`config.mk`:
```
export PLATFORM = sky130hd
export DESIGN_NAME = spi_slave_rx
export DESIGN_NICKNAME = d
export VERILOG_FILES = /design/src/rtl/spi_rx_pkg.sv /design/src/rtl/spi_rx_fifo.sv /design/src/rtl/spi_slave_rx.sv
export SDC_FILE = /design/constraint.sdc
export NUM_CORES = 1
export LEC_CHECK = 0
export ABC_AREA = 1
export CAP_MARGIN = 30
export CORE_ASPECT_RATIO = 1.75
export CORE_MARGIN = 3
export CORE_UTILIZATION = 56
export CTS_BUF_LIST = sky130_fd_sc_hd__clkbuf_4
export CTS_CLUSTER_DIAMETER = 50
export CTS_CLUSTER_SIZE = 8
export DETAILED_ROUTE_END_ITERATION = 8
export HOLD_SLACK_MARGIN = 0.03
export PLACE_DENSITY_LB_ADDON = 0.2
export RECOVER_POWER = 50
export SKIP_LAST_GASP = 1
export SLEW_MARGIN = 10
export SYNTH_ARGS = -nofsm -noshare
export SYNTH_HDL_FRONTEND = slang
export SYNTH_HIERARCHICAL = 1
export SYNTH_SLANG_ARGS = --single-unit
```
`constraint.sdc`:
```
create_clock -name clk -period 2.3 [get_ports clk]
set_clock_uncertainty 0.1 [all_clocks]
set_input_delay 0.345 -clock clk [delete_from_list [all_inputs] [get_ports clk]]
set_output_delay 0.345 -clock clk [all_outputs]
set_load 0.05 [all_outputs]
```
`src/rtl/spi_rx_pkg.sv`:
```
// Shared types and sizing helpers for the spi_slave_rx receive path.
package spi_rx_pkg;

   typedef enum logic [1:0] {IDLE, ARMED, SHIFT} rx_state_t;

   localparam int WORD_BITS_DEF  = 16;
   localparam int FIFO_DEPTH_DEF = 4;

   // Width of an occupancy counter that must represent 0..depth inclusive.
   function automatic int clog2_level(input int depth);
      return $clog2(depth) + 1;
   endfunction

endpackage

```
`src/rtl/spi_rx_fifo.sv`:
```
// First-word-fall-through FIFO; DEPTH must be a power of two so pointers wrap naturally.
module spi_rx_fifo
   import spi_rx_pkg::*;
#(
   parameter int WIDTH = WORD_BITS_DEF,
   parameter int DEPTH = FIFO_DEPTH_DEF
) (
   input  logic                          clk,
   input  logic                          rst,
   input  logic                          push,
   input  logic [WIDTH-1:0]              push_data,
   input  logic                          pop,
   output logic [WIDTH-1:0]              head,
   output logic [clog2_level(DEPTH)-1:0] level,
   output logic                          full,
   output logic                          empty
);

   localparam int AW = $clog2(DEPTH);
   localparam int LW = clog2_level(DEPTH);

   logic [WIDTH-1:0] mem [DEPTH];
   logic [AW-1:0]    wr_ptr;
   logic [AW-1:0]    rd_ptr;
   logic             do_push;
   logic             do_pop;

   assign empty   = (level == '0);
   assign full    = (level == LW'(DEPTH));
   assign do_pop  = pop & ~empty;
   // A pop in the same cycle frees the slot a full FIFO needs for the push.
   assign do_push = push & (~full | do_pop);
   assign head    = mem[rd_ptr];

   always_ff @(posedge clk or posedge rst) begin
      if (rst) begin
         wr_ptr <= '0;
         rd_ptr <= '0;
         level  <= '0;
         for (int unsigned i = 0; i < DEPTH; i++) mem[i] <= '0;
      end else begin
         if (do_push) begin
            mem[wr_ptr] <= push_data;
            wr_ptr      <= wr_ptr + AW'(1);
         end
         if (do_pop) rd_ptr <= rd_ptr + AW'(1);
         case ({do_push, do_pop})
            2'b10:   level <= level + LW'(1);
            2'b01:   level <= level - LW'(1);
            default: level <= level;
         endcase
      end
   end

endmodule

```
`src/rtl/spi_slave_rx.sv`:
```
// Oversampled 3-wire SPI receiver feeding a FWFT word FIFO.
// Define SPI_RX_ERR_CNT_EN to add the saturating err_count output.
module spi_slave_rx
   import spi_rx_pkg::*;
#(
   parameter int WORD_BITS   = WORD_BITS_DEF,
   parameter int FIFO_DEPTH  = FIFO_DEPTH_DEF,
   parameter int SYNC_STAGES = 2
) (
   input  logic                               clk,
   input  logic                               rst,
   input  logic                               sclk,
   input  logic                               sync,
   input  logic                               mosi,
   output logic [WORD_BITS-1:0]               rx_data,
   output logic                               rx_valid,
   input  logic                               rx_ready,
   output logic [clog2_level(FIFO_DEPTH)-1:0] fifo_level,
   output logic                               busy,
   output logic                               frame_abort,
   output logic                               overflow,
   input  logic                               clear_ovf
`ifdef SPI_RX_ERR_CNT_EN
   ,
   output logic [7:0]                         err_count
`endif
);

   localparam int BW = $clog2(WORD_BITS + 1);

   logic [SYNC_STAGES-1:0] sclk_sr, sync_sr, mosi_sr;
   logic                   sclk_hist;
   logic                   s_sclk, s_sync, s_mosi;
   logic                   rise, fall;

   rx_state_t              state, state_nxt;
   logic [WORD_BITS-1:0]   shreg, shreg_nxt, shifted;
   logic [BW-1:0]          bitcnt, bitcnt_nxt;
   logic                   abort_nxt, wc_nxt, wc_q;
   logic                   wr_en;
   logic [WORD_BITS-1:0]   wr_data;
   logic                   fifo_full, fifo_empty, dropped;

   assign s_sclk  = sclk_sr[SYNC_STAGES-1];
   assign s_sync  = sync_sr[SYNC_STAGES-1];
   assign s_mosi  = mosi_sr[SYNC_STAGES-1];
   assign rise    = s_sclk & ~sclk_hist;
   assign fall    = ~s_sclk & sclk_hist;
   assign shifted = {shreg[WORD_BITS-2:0], s_mosi};

   always_ff @(posedge clk or posedge rst) begin
      if (rst) begin
         sclk_sr   <= '0;
         sync_sr   <= '0;
         mosi_sr   <= '0;
         sclk_hist <= 1'b0;
      end else begin
         sclk_sr   <= {sclk_sr[SYNC_STAGES-2:0], sclk};
         sync_sr   <= {sync_sr[SYNC_STAGES-2:0], sync};
         mosi_sr   <= {mosi_sr[SYNC_STAGES-2:0], mosi};
         sclk_hist <= s_sclk;
      end
   end

   always_comb begin
      state_nxt  = state;
      shreg_nxt  = shreg;
      bitcnt_nxt = bitcnt;
      abort_nxt  = 1'b0;
      wc_nxt     = 1'b0;
      case (state)
         IDLE: begin
            if (rise && s_sync) begin
               state_nxt  = ARMED;
               shreg_nxt  = '0;
               bitcnt_nxt = '0;
            end
         end
         ARMED, SHIFT: begin
            if (rise && s_sync) begin
               abort_nxt  = 1'b1;
               state_nxt  = ARMED;
               shreg_nxt  = '0;
               bitcnt_nxt = '0;
            end else if (fall) begin
               shreg_nxt  = shifted;
               bitcnt_nxt = (state == ARMED) ? BW'(1) : bitcnt + BW'(1);
               state_nxt  = SHIFT;
               if (bitcnt_nxt == BW'(WORD_BITS)) begin
                  wc_nxt    = 1'b1;
                  state_nxt = IDLE;
               end
            end
         end
         default: state_nxt = IDLE;
      endcase
   end

   always_ff @(posedge clk or posedge rst) begin
      if (rst) begin
         state       <= IDLE;
         shreg       <= '0;
         bitcnt      <= '0;
         frame_abort <= 1'b0;
         wc_q        <= 1'b0;
         wr_en       <= 1'b0;
         wr_data     <= '0;
      end else begin
         state       <= state_nxt;
         shreg       <= shreg_nxt;
         bitcnt      <= bitcnt_nxt;
         frame_abort <= abort_nxt;
         wc_q        <= wc_nxt;
         // shreg still holds the finished word here: the next sclk rise is >=3 clks away.
         wr_en       <= wc_q;
         wr_data     <= shreg;
      end
   end

   assign busy     = (state != IDLE);
   assign rx_valid = ~fifo_empty;
   assign dropped  = wr_en & fifo_full & ~(rx_ready & rx_valid);

   spi_rx_fifo #(
      .WIDTH (WORD_BITS),
      .DEPTH (FIFO_DEPTH)
   ) u_fifo (
      .clk       (clk),
      .rst       (rst),
      .push      (wr_en),
      .push_data (wr_data),
      .pop       (rx_ready),
      .head      (rx_data),
      .level     (fifo_level),
      .full      (fifo_full),
      .empty     (fifo_empty)
   );

   always_ff @(posedge clk or posedge rst) begin
      if (rst)            overflow <= 1'b0;
      else if (dropped)   overflow <= 1'b1;
      else if (clear_ovf) overflow <= 1'b0;
   end

`ifdef SPI_RX_ERR_CNT_EN
   logic [1:0] err_inc;
   logic [8:0] err_sum;

   // Clearing zeroes the base, so a same-cycle event still lands as 1 or 2.
   assign err_inc = {1'b0, frame_abort} + {1'b0, dropped};
   assign err_sum = (clear_ovf ? 9'd0 : {1'b0, err_count}) + {7'd0, err_inc};

   always_ff @(posedge clk or posedge rst) begin
      if (rst) err_count <= '0;
      else     err_count <= err_sum[8] ? 8'hFF : err_sum[7:0];
   end
`endif

endmodule

```
==> results of run 1 <==
-- metrics by stage --
stage | hold slack [ps] | TNS (ps)
after floorplan | 231 | -18.3
after global placement | 233 | 0
after detailed placement | 238 | 0
after CTS | 88.8 | -75.6
after global routing | 234 | -79.5
final | 247 | 0
-- kinds of logic after synthesis --
| group | count (synthesis) | share of synthesized area |
|---|---|---|
| simple gates | 296 | 0.255 |
| flops | 121 | 0.562 |
| buf+inv | 84 | 0.0694 |
| xor+xnor | 4 | 0.00650 |
| compound gates | 74 | 0.0827 |
| fa+ha+maj | 10 | 0.0246 |
-- routing by layer --
layer | up-vias | global-route usage | share of wire
met5 | - | 0 | 0
met4 | 0 | 0.0883 | 0.016
met3 | 19 | 0.0593 | 0.040
met2 | 124 | 0.437 | 0.55
met1 | 2189 | 0.296 | 0.39
li1 | 2055 | - | -
-- area by class of cell --
type / instances / area, µm² / share of cell area
Timing Repair Buffer: 60 / 621 / 0.0979
Multi-Input combinational cell: 384 / 2030 / 0.320
Clock buffer: 21 / 158 / 0.0249
Sequential cell: 121 / 3040 / 0.479
Inverter: 43 / 168 / 0.0265
Clock inverter: 11 / 176 / 0.0278
Tap cell: 120 / 150 / 0.0237
-- state kept, by name, indices dropped and copies added, names as in the netlist, 2 cells and up --
name and cells:
shreg 16, bitcnt 5, sclk_sr 2, u_fifo/rd_ptr 2
mosi_sr 2, u_fifo/wr_ptr 2, u_fifo/level 3, u_fifo/mem 64
sync_sr 2, state 2, wr_data 16
-- Yosys cell counts --
cell type and n:
nand2_1 153, dfrtp_1 121, nand4_1 66, nor2_1 43
inv_1 39, o21ai_0 28, o22ai_1 22, nand3_1 21
clkbuf_1 17, o21ai_1 12, buf_2 11, ha_1 9
o21ai_2 9, buf_4 6, nand3_2 6, buf_1 4
buf_6 3, inv_2 3, nand3b_1 2, nor2_2 2
xnor2_1 2, xor2_1 2, a21oi_1 1, a21oi_4 1
clkinv_1 1, fa_1 1, nand3b_4 1, nor3_1 1
nor3b_1 1, o31ai_1 1
-- power groups by stage --
stage / registers (mW) / clock network [mW] / logic (mW)
2_1_floorplan: 2.47 / 0 / 1.98
4_1_cts: 2.39 / 1.79 / 3.23
3_5_place_dp: 2.46 / 0 / 3.12
6_report: 2.40 / 1.76 / 3.35
5_1_grt: 2.42 / 1.88 / 3.59
3_3_place_gp: 2.46 / 0 / 3.08
-- repair_timing --
action,in CTS,in global routing
gates resized for setup,6,20
endpoints found under the hold margin,0,0
buffers inserted,3,2
setup endpoints to repair,17,18
cloned,0,0
pin swaps,0,2
-- path summary, 6_finish.rpt --
path | cells after the start | start | slack (ps) | end
setup / recovery | 4 | u_fifo/rd_ptr[0] | 70 | rx_data[2]
hold / removal | 0 | wc_q | 250 | wr_en
setup reg to reg | 9 | u_fifo/level[0] | 320 | u_fifo/level[2]
hold reg to reg | 0 | wc_q | 250 | wr_en
max in group asynchronous | 3 | rst | 570 | wr_en
min in group asynchronous | 2 | rst | 310 | wr_data[1]
-- worst max-delay path, cell delays in order (launching register included) --
cell and delay, ps:
dfrtp_2 490, buf_8 190, o21ai_0 270, o22ai_2 150, buf_12 160
==> metrics.txt, run 1 <==
Synth area leaders=dfrtp_1, nand2_1, nand4_1; CTS H-tree depth=4; Routed WL=12.4 mm; clk slew on worst S/H paths=100 ps; CTS Hold Bufs=0; total power=7.51 mW; worst setup margin=66.7 ps; vias in the first global route=4374; Hold Vio Cnt, Final=0; CTS tree=done; Yosys reg bits=121; Die Y=136 µm; pwr/cell area=1180 nW/µm²; P_int=4.50 mW; Leak=3.21 nW; Pre-Repair DR Iteration Count=4; Port Buffers=29; fin crit period=2230 ps; DRT antenna net count=0; ant diodes=0; CTS sink count=121; Detailed Place HPWL=7.99 mm; Syn Std Cell Area=5390 µm²; FMAX=448 MHz; Switch Pwr=3.00 mW; later-pin clock latency in the skew report=520 ps; DIE AREA=10900 µm²; post-synth top area share=0.562; RSZ-0062 raised after global routing=true; fraction of layout cells with a size suffix above 1=0.172; Vias=4387; Finished Layout Cells=760; gpl congestion=0.826; final period utilization=0.971; critical path fanouts, max=21; DRC Markers=0; Worst-Margin Slew=948 ps; Final #Nets=644; normalized max-slew margin=0.365; switching share of power=0.400; final setup vio count=0; synth warn=6; cell taking the most area after synthesis=dfrtp_1; Die X=80.2 µm; combinational share of power=0.447; Max Slew Vio Count=0; Area Overhead vs Synth=17.6%; final-layout fill cell count=734; first-pass GRT wire length=20.9 mm; commonest non-fill, non-tap cell in the layout=nand2_1; max-cap check violation count=0; Clock Path Buffers=2; Critical Path End Type=output port; Post-Syn Instances=589; FP Rows=46; Initial DRC Count=359; IR drop worst, VDD=0.821 mV; Total GRT Usage=0.250; Netlist cell types=30; Worst EP arrival=1790 ps; # IOs=30; largest net degree at the start of global routing=72; number of CTS-inserted buffers=17; post-route design area=6340 µm²; Clk pwr share=0.234; Root Buffer=clkbuf_4; critical path class=reg -> out; pre-CTS setup slack=32.0 ps; placed inst area=5910 µm²; status=finished clean; Reg power frac=0.320; core region area=9210 µm²; initial antenna violation count=0; Via density=5.77; CP Launch Type=register; initial core utilization=0.585; WL/cell=16.3 µm; grt total ovfl=0; Min-Delay Path Class=reg -> reg; Synth Net Count=606; Util after Layout=0.688; sequential fraction of the synthesis area=0.562; most frequent cells in the layout=nand2_1, dfrtp_1, nand4_1; CP required=1860 ps; total placed cells including tap cells=723; mean post-synth cell area=9.15 µm²
Note: power is estimated with default switching activity, not from simulation.
==> inputs of run 2 (changes only) <==
- GPL_TIMING_DRIVEN: default -> 0
- clock period: 2.3 -> 2 ns (I/O delays scaled with it)
==> run 2 against run 1 <==
  * The run now ends with negative setup slack left
  * Combinational power is 39% higher
  * Worst setup slack worse by 190 ps
  * Global-route usage is 2.6 points higher
  * Largest cell class unchanged
==> metrics.txt, run 2 (synthesis gave the netlist of run 1 again) <==
status=finished, violations left; failing checks=negative setup slack; critical path fanouts, max=10 (-52%); DIE AREA=10900 µm² (unchanged); met2 routed WL=7.52 mm (+10%); pwr/cell area=1340 nW/µm² (+14%); WL/cell=17.9 µm (+9.9%); Routed WL=14.1 mm (+14%); Metal-1 WL=4.79 mm (-1.8%); clk slew on worst S/H paths=110 ps (about the same); commonest non-fill, non-tap cell in the layout=nand2_1; CTS sink count=121 (unchanged); normalized max-slew margin=0.451 (+0.0866); switching share of power=0.438 (+0.0376); Detailed Place HPWL=9.49 mm (+19%); Critical Path End Type=output port; initial antenna violation count=0 (unchanged); multi-input logic area=2270 µm² (+12%); DRC Markers=0 (unchanged); CTS H-tree depth=4 (unchanged); Util after Layout=0.730 (+0.0418); CTS tree=done; first-pass GRT wire length=22.6 mm (+8.2%); max layer used=met4; Worst-Margin Slew=822 ps (-126 ps); metal3 WL=957 µm (+94%); Clock Path Buffers=2 (unchanged); critical path class=reg -> out; Initial DRC Count=473 (+32%); initial core utilization=0.585 (unchanged); FMAX=471 MHz; Final #Nets=670 (+4.0%); number of CTS-inserted buffers=17 (unchanged); Vias=4642 (+5.8%); combinational share of power=0.513 (+0.066); Worst EP arrival=1720 ps (-70 ps); largest net degree at the start of global routing=41 (-43%); fraction of layout cells with a size suffix above 1=0.254 (+0.0819); P_int=5.09 mW (+13%); gpl congestion=0.915 (+11%); IR drop worst, VDD=0.788 mV (-4.0%); final period utilization=1.06; CP Launch Type=register; Pre-Repair DR Iteration Count=5 (+1); vias in the first global route=4781 (+9.3%); Via density=5.91 (+2.3%); grt total ovfl=0 (unchanged); Largest regs=u_fifo/mem x64, shreg x16, wr_data x16; Min-Delay Path Class=in -> reg; Max Slew Vio Count=0 (unchanged); post-route design area=6720 µm² (+6.1%); RSZ-0062 raised after global routing=true; Port Buffers=29 (unchanged); Die Y=136 µm (unchanged); total placed cells including tap cells=740 (+2.4%); Die X=80.2 µm (unchanged); placed inst area=6000 µm² (+1.5%); later-pin clock latency in the skew report=530 ps (about the same); fin crit period=2120 ps; # IOs=30 (unchanged); ant diodes=0 (unchanged); CP required=1600 ps (-260 ps); Hold Vio Cnt, Final=0 (unchanged); Total GRT Usage=0.276 (+0.0262); worst setup margin=-123 ps (-190 ps); storage element area=3030 µm² (-0.12%); Sum Neg Setup Slack=-1600 ps (-1600 ps); Root Buffer=clkbuf_4; Leak=3.32 nW (+3.4%); final-layout fill cell count=676 (-7.9%); final setup vio count=16 (+16); Switch Pwr=3.96 mW (+32%); max reg flops=64 (unchanged); WHS=212 ps (-34.9 ps); Reg power frac=0.299 (-0.021); FP Rows=46 (unchanged); DRT antenna net count=0 (unchanged); Finished Layout Cells=786 (+3.4%); most flop-heavy register=u_fifo/mem; max-cap check violation count=0 (unchanged); Clk pwr share=0.188 (-0.046); most frequent cells in the layout=nand2_1, dfrtp_1, nand4_1; core region area=9210 µm² (unchanged); Area Overhead vs Synth=24.8%
==> run 2: cell types whose count changed in the layout (fill, tap and decap cells not counted), moves of 8 or more <==
cell	change
buf_4	-15
buf_6	+22
o21ai_2	+17
buf_12	-8
o22ai_1	-9
nor2_1	-8
o22ai_2	+9
o21ai_0	-14
buf_2	+9
==> run 2: timing repair <==
item / in CTS / in global routing
buffers inserted: 6 / 5
gates resized for setup: 199 / 35
setup endpoints to repair: 25 / 41
hold buffers: 1 / 0
endpoints found under the hold margin: 10 / 0
gates cloned: 2 / 1
pin swaps: 9 / 4
==> run 2: path summary, 6_finish.rpt <==
kind | from | endpoint | slack, ps | cells after the start
worst max-delay path | u_fifo/rd_ptr[0] | rx_data[5] | -120 | 5
worst min-delay path | sync | sync_sr[0] | 210 | 1
worst max register to register | u_fifo/level[0] | u_fifo/level[1] | 100 | 8
worst min register to register | mosi_sr[0] | mosi_sr[1] | 260 | 0
max in group asynchronous | rst | u_fifo/level[2] | 280 | 4
min in group asynchronous | rst | sync_sr[0] | 720 | 3
==> run 2: power groups by stage <==
stage | Sequential [mW] | Clock, mW | Combinational (mW)
2_1_floorplan | 2.85 | 0 | 2.50
3_3_place_gp | 2.75 | 0 | 3.57
3_5_place_dp | 2.77 | 0 | 3.66
4_1_cts | 2.71 | 1.74 | 4.35
5_1_grt | 2.72 | 1.85 | 4.87
6_report | 2.70 | 1.70 | 4.64
==> run 2: area by class of cell <==
cell class | instances | share of cell area
clock buffer | 18 | 0.0201
sequential | 121 | 0.451
buffer | 40 | 0.0491
clock inverter | 14 | 0.0221
timing repair buffer | 46 | 0.0707
tap | 120 | 0.0223
inverter | 43 | 0.0275
multi-input combinational | 384 | 0.337
==> run 2: metrics by stage <==
step | worst slack, ps | power [mW]
detailed placement | -684 | 6.43
finish | -123 | 9.04
global placement | -636 | 6.33
global route | -201 | 9.44
floorplan | -117 | 5.35
CTS | -184 | 8.80
==> run 2: critical path, cell delays in order, from the launching register on <==
cell	delay, ps
dfrtp_1	360
buf_6	160
clkbuf_8	190
o21ai_1	100
o22ai_2	200
buf_6	180
==> run 2: layer usage <==
metal,GRT usage,up-vias
li1,-,2120
met1,0.286,2197
met2,0.485,250
met3,0.0819,75
met4,0.155,0
met5,0,-
==> inputs of run 3 (changes only) <==
- CORE_UTILIZATION: 56 -> 54
- CTS_BUF_LIST: sky130_fd_sc_hd__clkbuf_4 -> default
==> run 3 against run 2 <==
  * The run now ends clean
  * Clock-buffer cell count shrank 1
  * Register-to-register slack lost 60 ps
  * First-iteration DRC count grew 4.7%
  * Critical path depth grew 1
  * Combinational power shrank 1%
  * Clock power grew 89%
  * Total power grew 17%
  * Utilization shrank 0.18 points
  * Sequential power grew 1%
  * Largest power group unchanged
==> metrics.txt, run 3 (synthesis gave the netlist of run 1 again) <==
Leak=3.45 nW (+3.9%); gpl congestion=0.889 (-2.8%); hold path depth=0 (-1); critical path class=reg -> out; CP Launch Type=register; CTS tree=done; hold path startpoint=wc_q; R2R Setup Slk=40 ps (-60 ps); commonest non-fill, non-tap cell in the layout=nand2_1; Largest regs=u_fifo/mem x64, shreg x16, wr_data x16; core region area=9590 µm² (+4.1%); WHS=247 ps (+35.4 ps); max-cap check violation count=0 (unchanged); most frequent cells in the layout=nand2_1, dfrtp_1, nand4_1; Detailed Place HPWL=9.63 mm (+1.5%); Pre-Repair DR Iteration Count=5 (unchanged); Min-Delay Path Class=reg -> reg; clk slew on worst S/H paths=60 ps (-50 ps); ant diodes=0 (unchanged); Critical Path End Type=output port; initial core utilization=0.562 (-0.0230); status=finished clean; CTS Hold Bufs=0 (-1); Hold Vio Cnt, Final=0 (unchanged); Area Overhead vs Synth=29.6%; Worst path max stage delay=340 ps (-20 ps); normalized max-slew margin=0.507 (+0.0555); storage element area=3030 µm² (unchanged); final-layout fill cell count=673 (-0.44%); final period utilization=0.997 (-0.0649); grt total ovfl=0 (unchanged); initial antenna violation count=0 (unchanged); Worst-Margin Slew=739 ps (-83.0 ps); vias in the first global route=4819 (+0.79%); largest net degree at the start of global routing=39 (-4.9%); max reg flops=64 (unchanged); GRT met2 Usage=0.458 (-0.0269); critical path cell sequence=buf_6, clkinv_8, clkbuf_16, o21ai_2, o22ai_2, buf_6; Via density=6.10 (+3.3%); fraction of layout cells with a size suffix above 1=0.233 (-0.0204); Port Buffers=29 (unchanged); CP most frequent cell=buf_6; first-pass GRT wire length=23.2 mm (+2.5%); DRT antenna net count=0 (unchanged); IR drop worst, VDD=0.985 mV (+25%); number of CTS-inserted buffers=17 (unchanged); Total GRT Usage=0.271 (-0.00545); CP required=1600 ps (about the same); critical path's top delay family=buffers and inverters; RSZ-0062 raised after global routing=true; FP Rows=47 (+2.2%); r2r startpoint=u_fifo/wr_ptr[0]; Initial DRC Count=495 (+4.7%); multi-input logic area=2240 µm² (-1.3%); # IOs=30 (unchanged); Slowest cell on crit path=dfrtp_1; Worst EP arrival=1590 ps (-130 ps); Vias=4769 (+2.7%); Root Buffer=clkbuf_16; most flop-heavy register=u_fifo/mem; FMAX=502 MHz (+6.5%); Hold EP=wr_en; Crit Reg-Reg Endpoint=u_fifo/mem[24]; Final #Nets=664 (-0.90%); Clock Path Buffers=2 (unchanged); GRT met1 Usage=0.289 (+0.00212); total power=10.5 mW (+17%); global route hottest layer=met2; critical path fanouts, max=8 (-2); met3 usage=0.0742 (-0.00767); CTS H-tree depth=4 (unchanged); Die X=81.5 µm (+1.7%); Max Slew Vio Count=0 (unchanged); CTS sink count=121 (unchanged); crit path buf inv count=4 (+1); worst reg2reg path depth=6 (-2); fin crit period=1990 ps (-130 ps); DRC Markers=0 (unchanged); WL/cell=19.5 µm (+8.7%); Routed WL=15.2 mm (+8.1%); pwr/cell area=1510 nW/µm² (+12%); Die Y=138 µm (+1.8%); DIE AREA=11300 µm² (+3.5%); final setup vio count=0 (-16); later-pin clock latency in the skew report=410 ps (-120 ps)
-- run 3: final cells by class --
class,instances,area share
repair buffers,40,0.0588
clock inverters,15,0.0289
flip-flops and latches,121,0.434
well taps,122,0.0219
clock buffers,17,0.0609
plain buffers,40,0.0484
inverters,43,0.0265
multi-input cells,384,0.320
-- run 3: worst max-delay path by stage --
stage                                 end              from  cells past startpoint
after floorplan           u_fifo/level[2]   u_fifo/level[1]                     10
after global placement         rx_data[6]  u_fifo/rd_ptr[1]                      6
after detailed placement       rx_data[5]  u_fifo/rd_ptr[1]                      6
after CTS                      rx_data[4]  u_fifo/rd_ptr[0]                      5
after global routing          rx_data[15]  u_fifo/rd_ptr[0]                      6
final                         rx_data[15]  u_fifo/rd_ptr[0]                      6
-- run 3: repair_timing --
item,4_1_cts,5_1_grt
setup buffers,1,5
cloned,1,2
gates resized for setup,171,48
setup endpoints to repair,23,26
pin swaps,2,12
-- run 3: worst register-to-register path: stages (launching register included) --
cell and delay (ps):
dfrtp_1 410, inv_1 120, ha_1 150, clkbuf_1 350
clkbuf_1 470, nand4_1 190, nand2_1 100
-- run 3: report_power, final --
part	switching (mW)	total, mW	internal [mW]
combinational	2.87	4.58	1.71
sequential	0.149	2.74	2.59
clock	1.14	3.22	2.09
total	4.16	10.5	6.38
-- run 3: per-layer routing --
layer  routed length [µm]  part of all wire
met1                 5240              0.34
met2                 8080              0.53
met3                  920             0.060
met4                  984             0.065
met5                    0                 0
-- run 3: through the flow --
stage / cells / TNS, ps / setup WS, ps / utilization / area [µm²]
after floorplan: 589 / -117 / -117 / - / 5520
after global placement: 740 / -40370 / -630 / 0.623 / 5970
after detailed placement: 742 / -10050 / -650 / 0.627 / 6010
after CTS: 776 / -72.7 / -17.8 / 0.711 / 6820
after global routing: 782 / -386 / -64.1 / 0.728 / 6980
final: 782 / 0 / 6.63 / 0.728 / 6980
